--- src/rtl/piso_serializer.sv ---
// Parallel-in serial-out transmitter: accepts an n-bit word over valid/ready
// and emits it one bit per clock on sout, streaming back-to-back words without gaps.
module piso_serializer #(
    parameter int n         = 5,
    parameter int MSB_FIRST = 1
) (
    input  logic         clk,
    input  logic         reset,
    input  logic [n-1:0] I,
    input  logic         load_valid,
    output logic         load_ready,
    output logic         sout,
    output logic         sout_valid,
    output logic         last
);

    localparam int CW = $clog2(n) + 1;

    typedef enum logic {
        ST_IDLE,
        ST_SHIFT
    } state_t;

    state_t          r_state;
    logic [n-1:0]    r_sh;
    logic [CW-1:0]   r_cnt;

    state_t          w_state_nxt;
    logic [n-1:0]    w_sh_nxt;
    logic [CW-1:0]   w_cnt_nxt;
    logic            w_busy;
    logic            w_cnt_last;
    logic            w_accept;
    logic            w_out_bit;

    assign w_busy     = (r_state == ST_SHIFT);
    assign w_cnt_last = (r_cnt == CW'(n - 1));

    // Ready on the final bit as well, so the next word follows with no bubble.
    assign load_ready = !reset && (!w_busy || w_cnt_last);
    assign w_accept   = load_valid && load_ready;

    assign w_out_bit  = (MSB_FIRST != 0) ? r_sh[n-1] : r_sh[0];
    assign sout_valid = w_busy;
    assign sout       = w_busy ? w_out_bit : 1'b0;
    assign last       = w_busy && w_cnt_last;

    always_comb begin
        w_state_nxt = r_state;
        w_sh_nxt    = r_sh;
        w_cnt_nxt   = r_cnt;
        if (w_accept) begin
            w_state_nxt = ST_SHIFT;
            w_sh_nxt    = I;
            w_cnt_nxt   = '0;
        end else if (w_busy) begin
            if (w_cnt_last) begin
                w_state_nxt = ST_IDLE;
                w_sh_nxt    = '0;
                w_cnt_nxt   = '0;
            end else begin
                w_sh_nxt  = (MSB_FIRST != 0) ? (r_sh << 1) : (r_sh >> 1);
                w_cnt_nxt = r_cnt + CW'(1);
            end
        end
    end

    always_ff @(posedge clk) begin
        if (reset) begin
            r_state <= ST_IDLE;
            r_sh    <= '0;
            r_cnt   <= '0;
        end else begin
            r_state <= w_state_nxt;
            r_sh    <= w_sh_nxt;
            r_cnt   <= w_cnt_nxt;
        end
    end

endmodule

--- config.mk ---
export PLATFORM = sky130hd
export DESIGN_NAME = piso_serializer
export DESIGN_NICKNAME = d
export VERILOG_FILES = /design/src/rtl/piso_serializer.sv
export SDC_FILE = /design/constraint.sdc
export NUM_CORES = 1
export LEC_CHECK = 0
export BUFFER_PORTS_ARGS = -buffer_cell sky130_fd_sc_hd__buf_2
export CORE_AREA = 4 4 41 43
export DETAILED_ROUTE_END_ITERATION = 16
export DIE_AREA = 0 0 45 47
export PLACE_DENSITY = 0.64
export SLEW_MARGIN = 0
export SYNTH_ARGS = -nofsm -noshare
export SYNTH_HDL_FRONTEND = slang
export SYNTH_SLANG_ARGS = --single-unit
--- constraint.sdc ---
create_clock -name clk -period 1.5 [get_ports clk]
set_input_delay 0.375 -clock clk [delete_from_list [all_inputs] [get_ports clk]]
set_output_delay 0.375 -clock clk [all_outputs]
set_load 0.03 [all_outputs]
# ---- Yosys cells after proc, flatten, opt, wreduce, memory -nomap -nowiden
# Index checks and enable logic that the tools add are counted.
dict set report totals {
  register_bits 10
  latchBits 0
  mem_bits_rw 0
  romBits 0
  out_inout_bits 4
  mem_count 0
}
dict set report op_classes {
  add_sub_neg 1
  n_mul 0
  div_mod_pow 0
  order_cmp 0
  eq_ne 1
  shift 0
  muxes 8
  bitwise_logic 0
  n_reduce_logical 8
}
# cell count
set ops {}
lappend ops {{$mux 5} 3}
lappend ops {{$add 4x1->4 const B} 1}
lappend ops {{$eq 4x3->1 const B} 1}
lappend ops {{$mux 1} 4}
lappend ops {{$mux 4} 1}
lappend ops {{$logic_and 1x1->1} 3}
lappend ops {{$logic_not 1->1} 2}
lappend ops {{$reduce_bool 2->1} 1}
lappend ops {{$reduce_or 2->1} 1}
lappend ops {{$logic_or 1x1->1} 1}

# ---- Longest topological paths before layout
# Gate-level depths: netlist of run 1.
dict set report depth {
  word_depth 5
  depth_mapped 5
  mapped_depth_nobuf 5
}

# ---- Worst setup path before layout of run 1
# OpenSTA, ideal clock, no wires.
dict set report synth_timing {
  path_type {register to output}
  from {register r_state (netlist: sout_valid)}
  to {output port last}
  arrival_ps 1250
  required_time_ps 1125
  slack_ps -125
  stages_incl_launch_ff 3
  path_cell_list {dfxtp_1 inv_1 nor2_1}
}
dict set report synth_via {
  elab_chain_cells 1
}
# element line
set synth_lines {}
lappend synth_lines {{from (decl)} 24} ;# state_t r_state;
lappend synth_lines {{from (signal assigned)} 74} ;# r_state <= w_state_nxt;
lappend synth_lines {{$logic_and 1x1->1} 46} ;# assign last = w_busy && w_cnt_last;
lappend synth_lines {{to (decl)} 14} ;# output logic last
# No other way between the ends.

# ---- Final worst setup path of run 1
dict set report layout_timing {
  from {register r_cnt[1]}
  to {output port load_ready}
}
dict set report layout_via {
  elab_chain_cells 3
}
# element line
set layout_lines {}
lappend layout_lines {{from (decl)} 26} ;# logic [CW-1:0] r_cnt;
lappend layout_lines {{from (signal assigned)} 76} ;# r_cnt <= w_cnt_nxt;
lappend layout_lines {{$eq 4x3->1} 37} ;# assign w_cnt_last = (r_cnt == CW'(n - 1));
lappend layout_lines {{$logic_or 1x1->1} 40} ;# assign load_ready = !reset && (!w_busy || w_cnt_last);
lappend layout_lines {{$logic_and 1x1->1} 40}
lappend layout_lines {{to (decl)} 11} ;# output logic load_ready,
# No other way between the ends.

==> results.tsv, run 1 <==
stage	metric	value	unit
outcome	status	finished, violations left	
outcome	failing checks	setup timing	
clock_network	clock buffer depth	2	
hold_path	end point of the worst hold path	r_sh[0]	
route	Avg WL per Cell	14.0	um
setup_path	Worst setup EP type	primary output	
synthesis	simple-gate share of the synthesized area	15.7	%
synthesis	Post-Syn Nets	65	
flow_run	Maximum Capacitance Violations	0	
timing	Final setup viols	2	
clock_network	CTS Buf Count	3	
clock_network	clk sinks	10	
route	residual DRC count	0	
timing	final period utilization	105	%
global_route	largest net degree at the start of global routing	13	
floorplan	# rows	13	
setup_path	Critical Path Max Stage Delay	0.32	ns
timing	number of hold violations in the final report	0	
final_layout	layout cell share with drive strength beyond 1	46.7	%
hold_path	min-delay src	I[0]	
synthesis	average cell area after synthesis	9.15	um2
timing	Setup Skew	0.00157	ns
setup_path	R2R Path Start	r_cnt[1]	
final_layout	most frequent cells in the layout	buf_2, a21oi_1, buf_4, dfxtp_1, a32oi_1	
route	total wire length	1260	um
final_layout	fin nets	86	
hold_path	worst hold path class	input port to flip-flop	
final_layout	Synth-to-Final Area Change	41.0	%
setup_path	crit start category	flip-flop	
route	initial DRC count	8	
timing	Achievable Freq	633	MHz
synthesis	complex-gate fraction of the synthesized area	29.9	%
floorplan	Die Height	47	um
setup_path	data arrival time of the worst path	1.20	ns
setup_path	WS Path Type	flip-flop to primary output	
timing	RSZ-0062 raised after global routing	true	
floorplan	Die X	45	um
setup_path	Critical Path RT	1.12	ns
route	vias per cell	5.67	
clock_network	clk slew on worst S/H paths	0.07	ns
floorplan	core area	1300	um2
synthesis	synthesized-area fraction occupied by adder cells	4.98	%
setup_path	worst r2r path cells	7	
pwr	leakage	0.000283	uW
timing	Slew @ Worst Pin	0.295	ns
synthesis	Post-synth EDFFs	0	
route	Routed Antenna Nets	0	
placed_design	Placement Setup Slack	0.0536	ns
placed_design	port bufs	11	
clock_network	hold buffers post-CTS	0	
floorplan	Die Footprint	2120	um2
global_route	total grt overflow	0	
global_route	total global-route track usage	13.2	%
synthesis	Mapped Cells	55	
setup_path	Worst Setup SP	r_cnt[1]	
synthesis	fraction of registers with async set/reset	0	%
synthesis	Mapped Area	503	um2
synthesis	Synth Warn #	0	
synthesis	post-synth cell types	24	
clock_network	clk root buf	clkbuf_4	
synthesis	XOR/XNOR Fraction of Synth Area	1.74	%
pwr	PD cells	945	nW/um2
clock_network	Clock Latency Late Sink	0.27	ns
route	drt pass-1 iters	4	
clock_network	H-tree levels	1	
timing	worst rel slew slack	80.3	%
clock_network	CTS tree	done	
pwr	worst vdd ir	481	uV
hold_path	Worst Hold Depth	3	
placed_design	detailed placement HPWL	856	um
route	via count	510	
final_layout	commonest non-fill, non-tap cell in the layout	buf_2	
setup_path	CP Max Fanout	3	
setup_path	crit path cell chain	inv_2 > ha_4 > nand3b_4 > a21oi_2 > buf_6	
synthesis	sequential cell area fraction in the yosys report	39.8	%
final_layout	filler instances	131	
timing	Tmin final	1.58	ns
final_layout	Antenna Cells	0	
timing	worst setup margin	-0.0788	ns
placed_design	RD Place Congestion	0.726	
synthesis	largest family of logic cells by synthesized area	compound AO/OA/AOI/OAI gates	
synthesis	Yosys reg bits	10	
synthesis	mux contribution to synthesized area	2.24	%
setup_path	r2r endpoint	r_sh[4]	
synthesis	Top FF cell, synth	dfxtp_1	
setup_path	CP max stage cell	dfxtp_2	
global_route	first-pass GRT wire length	1950	um
setup_path	internal reg-to-reg setup slack	0.18	ns
timing	Slew Viols, Final	0	
floorplan	Starting Density	38.7	%
global_route	initial antenna violation count	0	
timing	hold_ws	0.389	ns
floorplan	boundary pin count	12	
global_route	vias in the first global route	467	
per-stage QoR:
stage          utilization, %  TNS [ns]  total power [uW]  area (um2)  std cells
6_report                 54.5    -0.139               670         709         90
5_1_grt                  54.5    -0.263               701         709         90
4_1_cts                  53.4    -0.176               671         694         89
3_5_place_dp             47.2         0               413         614         84
3_3_place_gp             47.2         0               411         614         84
2_1_floorplan               -         0               368         509         55
state kept, by name, summed over array words and instances, names as in the netlist:
register	cells
sout_valid	1
r_sh	5
r_cnt	4
critical path, delay by kind of cell (launching register included):
| family | cells | cell delay, ns |
|---|---|---|
| AOI/OAI and AO/OA | 1 | 0.17 |
| adders and majority gates | 1 | 0.14 |
| DFF | 1 | 0.32 |
| buffers and inverters | 2 | 0.22 |
| and+or+nand+nor | 1 | 0.09 |
Yosys cell counts, types with 2 or more instances:
library cell	instances	share of area, %
inv_1	4	3.0
a21oi_1	8	8.0
o211ai_1	4	6.0
a32oi_1	5	8.7
nor2_1	4	3.0
buf_2	2	2.0
ha_1	2	5.0
dfxtp_1	10	40
worst max-delay path by stage:
stage,end,cells past startpoint,slack [ns]
after floorplan,last,2,0.01
after global placement,load_ready,5,0.07
after detailed placement,load_ready,5,0.05
after CTS,load_ready,5,-0.1
after global routing,load_ready,5,-0.15
final,load_ready,5,-0.08
cells by family after synthesis:
kind of cell,count (synthesis)
multiplexers,1
XOR/XNOR,1
buffers and inverters,7
AND/OR/NAND/NOR,13
adder cells (fa/ha/maj),2
flip-flops,10
AO/OA/AOI/OAI,21
repair_timing:
item                       4_1_cts  5_1_grt
pin swaps                        2        1
setup buffers                    1        1
setup endpoints to repair        2        3
cloned                           0        0
gates resized for setup         11        3
cell type report:
cell class | instances | area [um2] | area share, %
flip-flops and latches | 10 | 204 | 28.7
inverters | 4 | 15.0 | 2.12
well taps | 15 | 18.8 | 2.65
clock buffers | 4 | 36.3 | 5.11
repair buffers | 19 | 134 | 18.9
multi-input cells | 38 | 302 | 42.5
routing by layer:
layer	vias to the layer above	track usage (%)	part of all wire (%)
li1	251	-	-
met4	0	10.5	0.79
met1	245	15.4	42
met2	12	21.2	51
met5	-	0	0
met3	2	2.30	5.3
report_power, final:
part	total [uW]	switching [uW]	internal [uW]
clock	243	95.8	147
sequential	293	11.6	282
combinational	134	72.6	61.2
total	670	180	490
No activity file was read; power rests on OpenSTA's default activity.
==> inputs of run 2 (changes only) <==
==> constraint.sdc (replaced) <==
create_clock -name clk -period 1.82 [get_ports clk]
set_input_delay 0.091 -clock clk [delete_from_list [all_inputs] [get_ports clk]]
set_output_delay 0.091 -clock clk [all_outputs]
set_load 0.03 [all_outputs]
==> results.tsv, run 2 (synthesized netlist as in run 1, its figures left out) <==
stage	metric	value	unit
timing	final period utilization	87.3	%
route	routed length on met2	578	um
timing	number of hold violations in the final report	0	
final_layout	area of the multi-input gates	274	um2
pwr	leakage	0.000238	uW
final_layout	register with the most flip-flops	r_sh	
timing	Achievable Freq	629	MHz
clock_network	post-cts sizing count	0	
clock_network	clock buffer depth	2	
floorplan	Die Height	47	um
final_layout	most frequent cells in the layout	buf_2, dfxtp_1, a21oi_1, a32oi_1	
placed_design	port bufs	11	
route	DR top layer	met4	
route	Avg WL per Cell	13.5	um
setup_path	CP endpoint	last	
final_layout	Final Core Density	46.6	%
global_route	total grt overflow	0	
final_layout	Post-Layout Inst Area	607	um2
global_route	total global-route track usage	13.5	%
pwr	worst vdd ir	385	uV
timing	worst rel slew slack	74.4	%
pwr	Reg power frac	46.8	%
route	wl on met1	485	um
flow_run	Maximum Capacitance Violations	0	
placed_design	detailed placement HPWL	815	um
timing	worst setup margin	0.231	ns
final_layout	number of flip-flops in the largest register	5	
clock_network	hold buffers post-CTS	0	
route	vias per cell	5.94	
setup_path	WS Path Type	flip-flop to primary output	
route	residual DRC count	0	
clock_network	Post-CTS Setup Bufs	0	
final_layout	commonest non-fill, non-tap cell in the layout	buf_2	
clock_network	CTS tree	done	
placed_design	RD Place Congestion	0.745	
route	initial DRC count	9	
pwr	Net Sw Frac	26.4	%
clock_network	H-tree levels	1	
setup_path	R2R Path Start	r_cnt[0]	
route	Routed Antenna Nets	0	
pwr	clock share of power	38.0	%
timing	hold_ws	0.108	ns
placed_design	Placement Setup Slack	0.459	ns
final_layout	Antenna Cells	0	
final_layout	fin nets	79	
route	routed length on met3	45	um
setup_path	worst r2r path cells	5	
clock_network	clk slew on worst S/H paths	0.07	ns
outcome	status	complete, no violations	
pwr	Power Internal	383	uW
global_route	first-pass GRT wire length	1980	um
floorplan	Die Footprint	2120	um2
global_route	initial antenna violation count	0	
clock_network	Clock Latency Late Sink	0.26	ns
route	total wire length	1120	um
timing	RSZ-0062 raised after global routing	false	
route	via count	493	
clock_network	clk root buf	clkbuf_4	
timing	Tmin final	1.59	ns
final_layout	layout cell share with drive strength beyond 1	29.4	%
pwr	Switch Pwr	137	uW
setup_path	crit start category	flip-flop	
setup_path	CP Max Fanout	10	
timing	Slew @ Worst Pin	0.382	ns
timing	Slew Viols, Final	0	
timing	Setup TNS Final	0	ns
setup_path	internal reg-to-reg setup slack	0.46	ns
final_layout	register area	200	um2
placed_design	placed inst area	571	um2
global_route	vias in the first global route	452	
pwr	combinational power share	15.2	%
floorplan	Die X	45	um
setup_path	Critical Path RT	1.73	ns
clock_network	CTS Buf Count	3	
pwr	PD cells	857	nW/um2
global_route	largest net degree at the start of global routing	13	
timing	Setup Skew	0.00276	ns
hold_path	worst hold path class	input port to flip-flop	
floorplan	Starting Density	38.7	%
clock_network	clk sinks	10	
setup_path	r2r endpoint	r_cnt[3]	
floorplan	boundary pin count	12	
floorplan	core area	1300	um2
final_layout	filler instances	138	
setup_path	Worst setup EP type	primary output	
timing	Final setup viols	0	
setup_path	data arrival time of the worst path	1.50	ns
final_layout	Synth-to-Final Area Change	20.6	%
setup_path	Worst Setup SP	r_cnt[0]	
route	drt pass-1 iters	4	
floorplan	# rows	13	
run 2: cell types whose count changed in the layout (fill, tap and decap cells not counted), moves of 2 or more:
cell / change
buf_4: -6
buf_2: +3
buf_6: -3
dfxtp_1: +3
dfxtp_2: -3
inv_1: +2
inv_2: -2
run 2: stage by stage:
step / power [uW] / instances
floorplan: 301 / 55
global placement: 325 / 79
detailed placement: 327 / 79
CTS: 526 / 83
global route: 549 / 83
finish: 520 / 83
run 2: layout make-up:
type / count / area share [%]
Inverter: 4 / 2.47
Multi-Input combinational cell: 38 / 45.2
Tap cell: 15 / 3.09
Clock buffer: 4 / 5.98
Sequential cell: 10 / 33.0
Timing Repair Buffer: 12 / 10.3
run 2: routing by layer:
metal  vias to the layer above  GRT usage, %
met4                         0          10.5
met1                       240          15.5
met2                        11          21.5
met3                         2          3.45
li1                        240             -
met5                         -             0
run 2: how the worst min path moves through the flow:
stage,cells past startpoint,from,endpoint
2_1_floorplan,1,reset,r_cnt[3]
6_report,3,I[4],r_sh[4]
3_5_place_dp,3,I[0],r_sh[0]
3_3_place_gp,3,I[0],r_sh[0]
4_1_cts,3,I[0],r_sh[0]
5_1_grt,3,I[1],r_sh[1]
run 2: critical path, stage by stage, from the launching register on:
cell      delay (ns)
dfxtp_1         0.33
inv_1           0.08
ha_1            0.18
nand3b_2        0.18
nor2_1          0.23
buf_2           0.24
run 2: power by group through the flow:
stage               registers, uW  logic (uW)  clock network, uW
finish                        243        78.8                198
global route                  246        89.2                214
CTS                           243        78.8                204
detailed placement            248        78.3                  0
global placement              248        77.1                  0
floorplan                     247        53.9                  0
==> inputs of run 3 (changes only) <==
--- a/config.mk
+++ b/config.mk
@@ -10,6 +10,7 @@
 export DETAILED_ROUTE_END_ITERATION = 16
 export DIE_AREA = 0 0 45 47
 export PLACE_DENSITY = 0.64
+export SETUP_SLACK_MARGIN = 0.3
 export SLEW_MARGIN = 0
 export SYNTH_ARGS = -nofsm -noshare
 export SYNTH_HDL_FRONTEND = slang
==> results.tsv, run 3 (synthesized netlist as in run 1, its figures left out) <==
stage	metric	value	unit
clock_network	clk sinks	10	
final_layout	Antenna Cells	0	
global_route	total grt overflow	0	
route	wl on met1	539	um
route	routed length on met3	37	um
pwr	PD cells	819	nW/um2
timing	Tmin final	1.44	ns
final_layout	most frequent cells in the layout	buf_2, dfxtp_1, a21oi_1, a32oi_1	
placed_design	detailed placement HPWL	815	um
timing	final period utilization	79.3	%
route	via count	462	
floorplan	Die Footprint	2120	um2
route	DR top layer	met4	
floorplan	Starting Density	38.7	%
timing	Slew @ Worst Pin	0.369	ns
setup_path	Critical Path Max Stage Delay	0.33	ns
route	total wire length	1150	um
route	Routed Antenna Nets	0	
setup_path	crit path cell chain	inv_1 > ha_2 > nand3b_4 > nor2_2 > buf_4	
placed_design	RD Place Congestion	0.745	
timing	Achievable Freq	693	MHz
timing	worst rel slew slack	75.3	%
final_layout	Synth-to-Final Area Change	29.1	%
pwr	worst vdd ir	386	uV
final_layout	Final Core Density	49.9	%
flow_run	Maximum Capacitance Violations	0	
route	routed length on met2	568	um
timing	Final setup viols	0	
floorplan	core area	1300	um2
setup_path	Worst setup EP type	primary output	
timing	RSZ-0062 raised after global routing	false	
clock_network	clk root buf	clkbuf_4	
timing	Setup Skew	0.00307	ns
final_layout	fin nets	81	
clock_network	Clock Latency Late Sink	0.26	ns
timing	Setup TNS Final	0	ns
timing	Slew Viols, Final	0	
setup_path	CP Max Fanout	8	
global_route	vias in the first global route	450	
floorplan	# rows	13	
placed_design	DP Cell Count	79	
floorplan	Die X	45	um
placed_design	port bufs	11	
clock_network	clk slew on worst S/H paths	0.07	ns
global_route	initial antenna violation count	0	
route	vias per cell	5.44	
floorplan	Die Height	47	um
final_layout	layout cell share with drive strength beyond 1	37.1	%
setup_path	data arrival time of the worst path	1.35	ns
final_layout	register with the most flip-flops	r_sh	
setup_path	CP max stage cell	dfxtp_1	
global_route	total global-route track usage	13.8	%
clock_network	H-tree levels	1	
setup_path	Critical Path RT	1.73	ns
setup_path	WS Path Type	flip-flop to primary output	
global_route	largest net degree at the start of global routing	13	
outcome	status	complete, no violations	
final_layout	Final Non-Filler Cells	85	
clock_network	CTS tree	done	
setup_path	crit start category	flip-flop	
hold_path	worst hold path class	input port to flip-flop	
pwr	leakage	0.000254	uW
global_route	first-pass GRT wire length	2020	um
clock_network	CTS Buf Count	3	
route	drt pass-1 iters	4	
floorplan	boundary pin count	12	
final_layout	number of flip-flops in the largest register	5	
route	Avg WL per Cell	13.6	um
route	residual DRC count	0	
timing	number of hold violations in the final report	0	
clock_network	clock buffer depth	2	
route	initial DRC count	10	
timing	hold_ws	0.108	ns
run 3: area by class of cell:
class	count	area, um2
multi-input cells	38	292
well taps	15	18.8
flip-flops and latches	10	201
inverters	4	15.0
fillers	133	652
repair buffers	14	86.3
clock buffers	4	36.3
run 3: what timing repair did:
action                                 CTS  global route
pin swaps                                0             0
setup buffers                            0             2
gates resized for setup                  3             5
hold buffers                             0             0
gates cloned                             0             0
endpoints found under the hold margin    0             0
setup endpoints to repair                2             2
run 3: routing by layer:
| metal | track usage [%] | vias to the layer above |
|---|---|---|
| li1 | - | 241 |
| met1 | 15.9 | 212 |
| met2 | 22.0 | 7 |
| met3 | 3.45 | 2 |
| met4 | 10.5 | 0 |
| met5 | 0 | - |
run 3: worst max-delay path: cells and delay by family (launching register included):
kind | cells | cell delay [ns]
and+or+nand+nor | 2 | 0.28
adders and majority gates | 1 | 0.20
buffers and inverters | 2 | 0.27
DFF | 1 | 0.33
run 3: power breakdown:
part / leakage, uW / internal [uW] / switching, uW
clock network: 0.0000210 / 121 / 76.2
logic: 0.000151 / 37.9 / 51.8
registers: 0.0000822 / 232 / 12.8
run 3: through the flow:
step           setup WS (ns)  cell area, um2  power (uW)
4_1_cts                0.295             621         530
3_3_place_gp           0.530             571         325
5_1_grt                0.296             649         562
6_report               0.378             649         532
3_5_place_dp           0.459             571         327
2_1_floorplan          0.314             503         301
run 3: final timing paths:
kind                            cells after the start  slack [ns]       end     start
worst max-delay path                                5        0.38      last  r_cnt[0]
worst min-delay path                                3        0.11   r_sh[4]      I[4]
worst max register to register                      6        0.53   r_sh[3]  r_cnt[0]
worst min register to register                      2        0.49  r_cnt[0]  r_cnt[0]
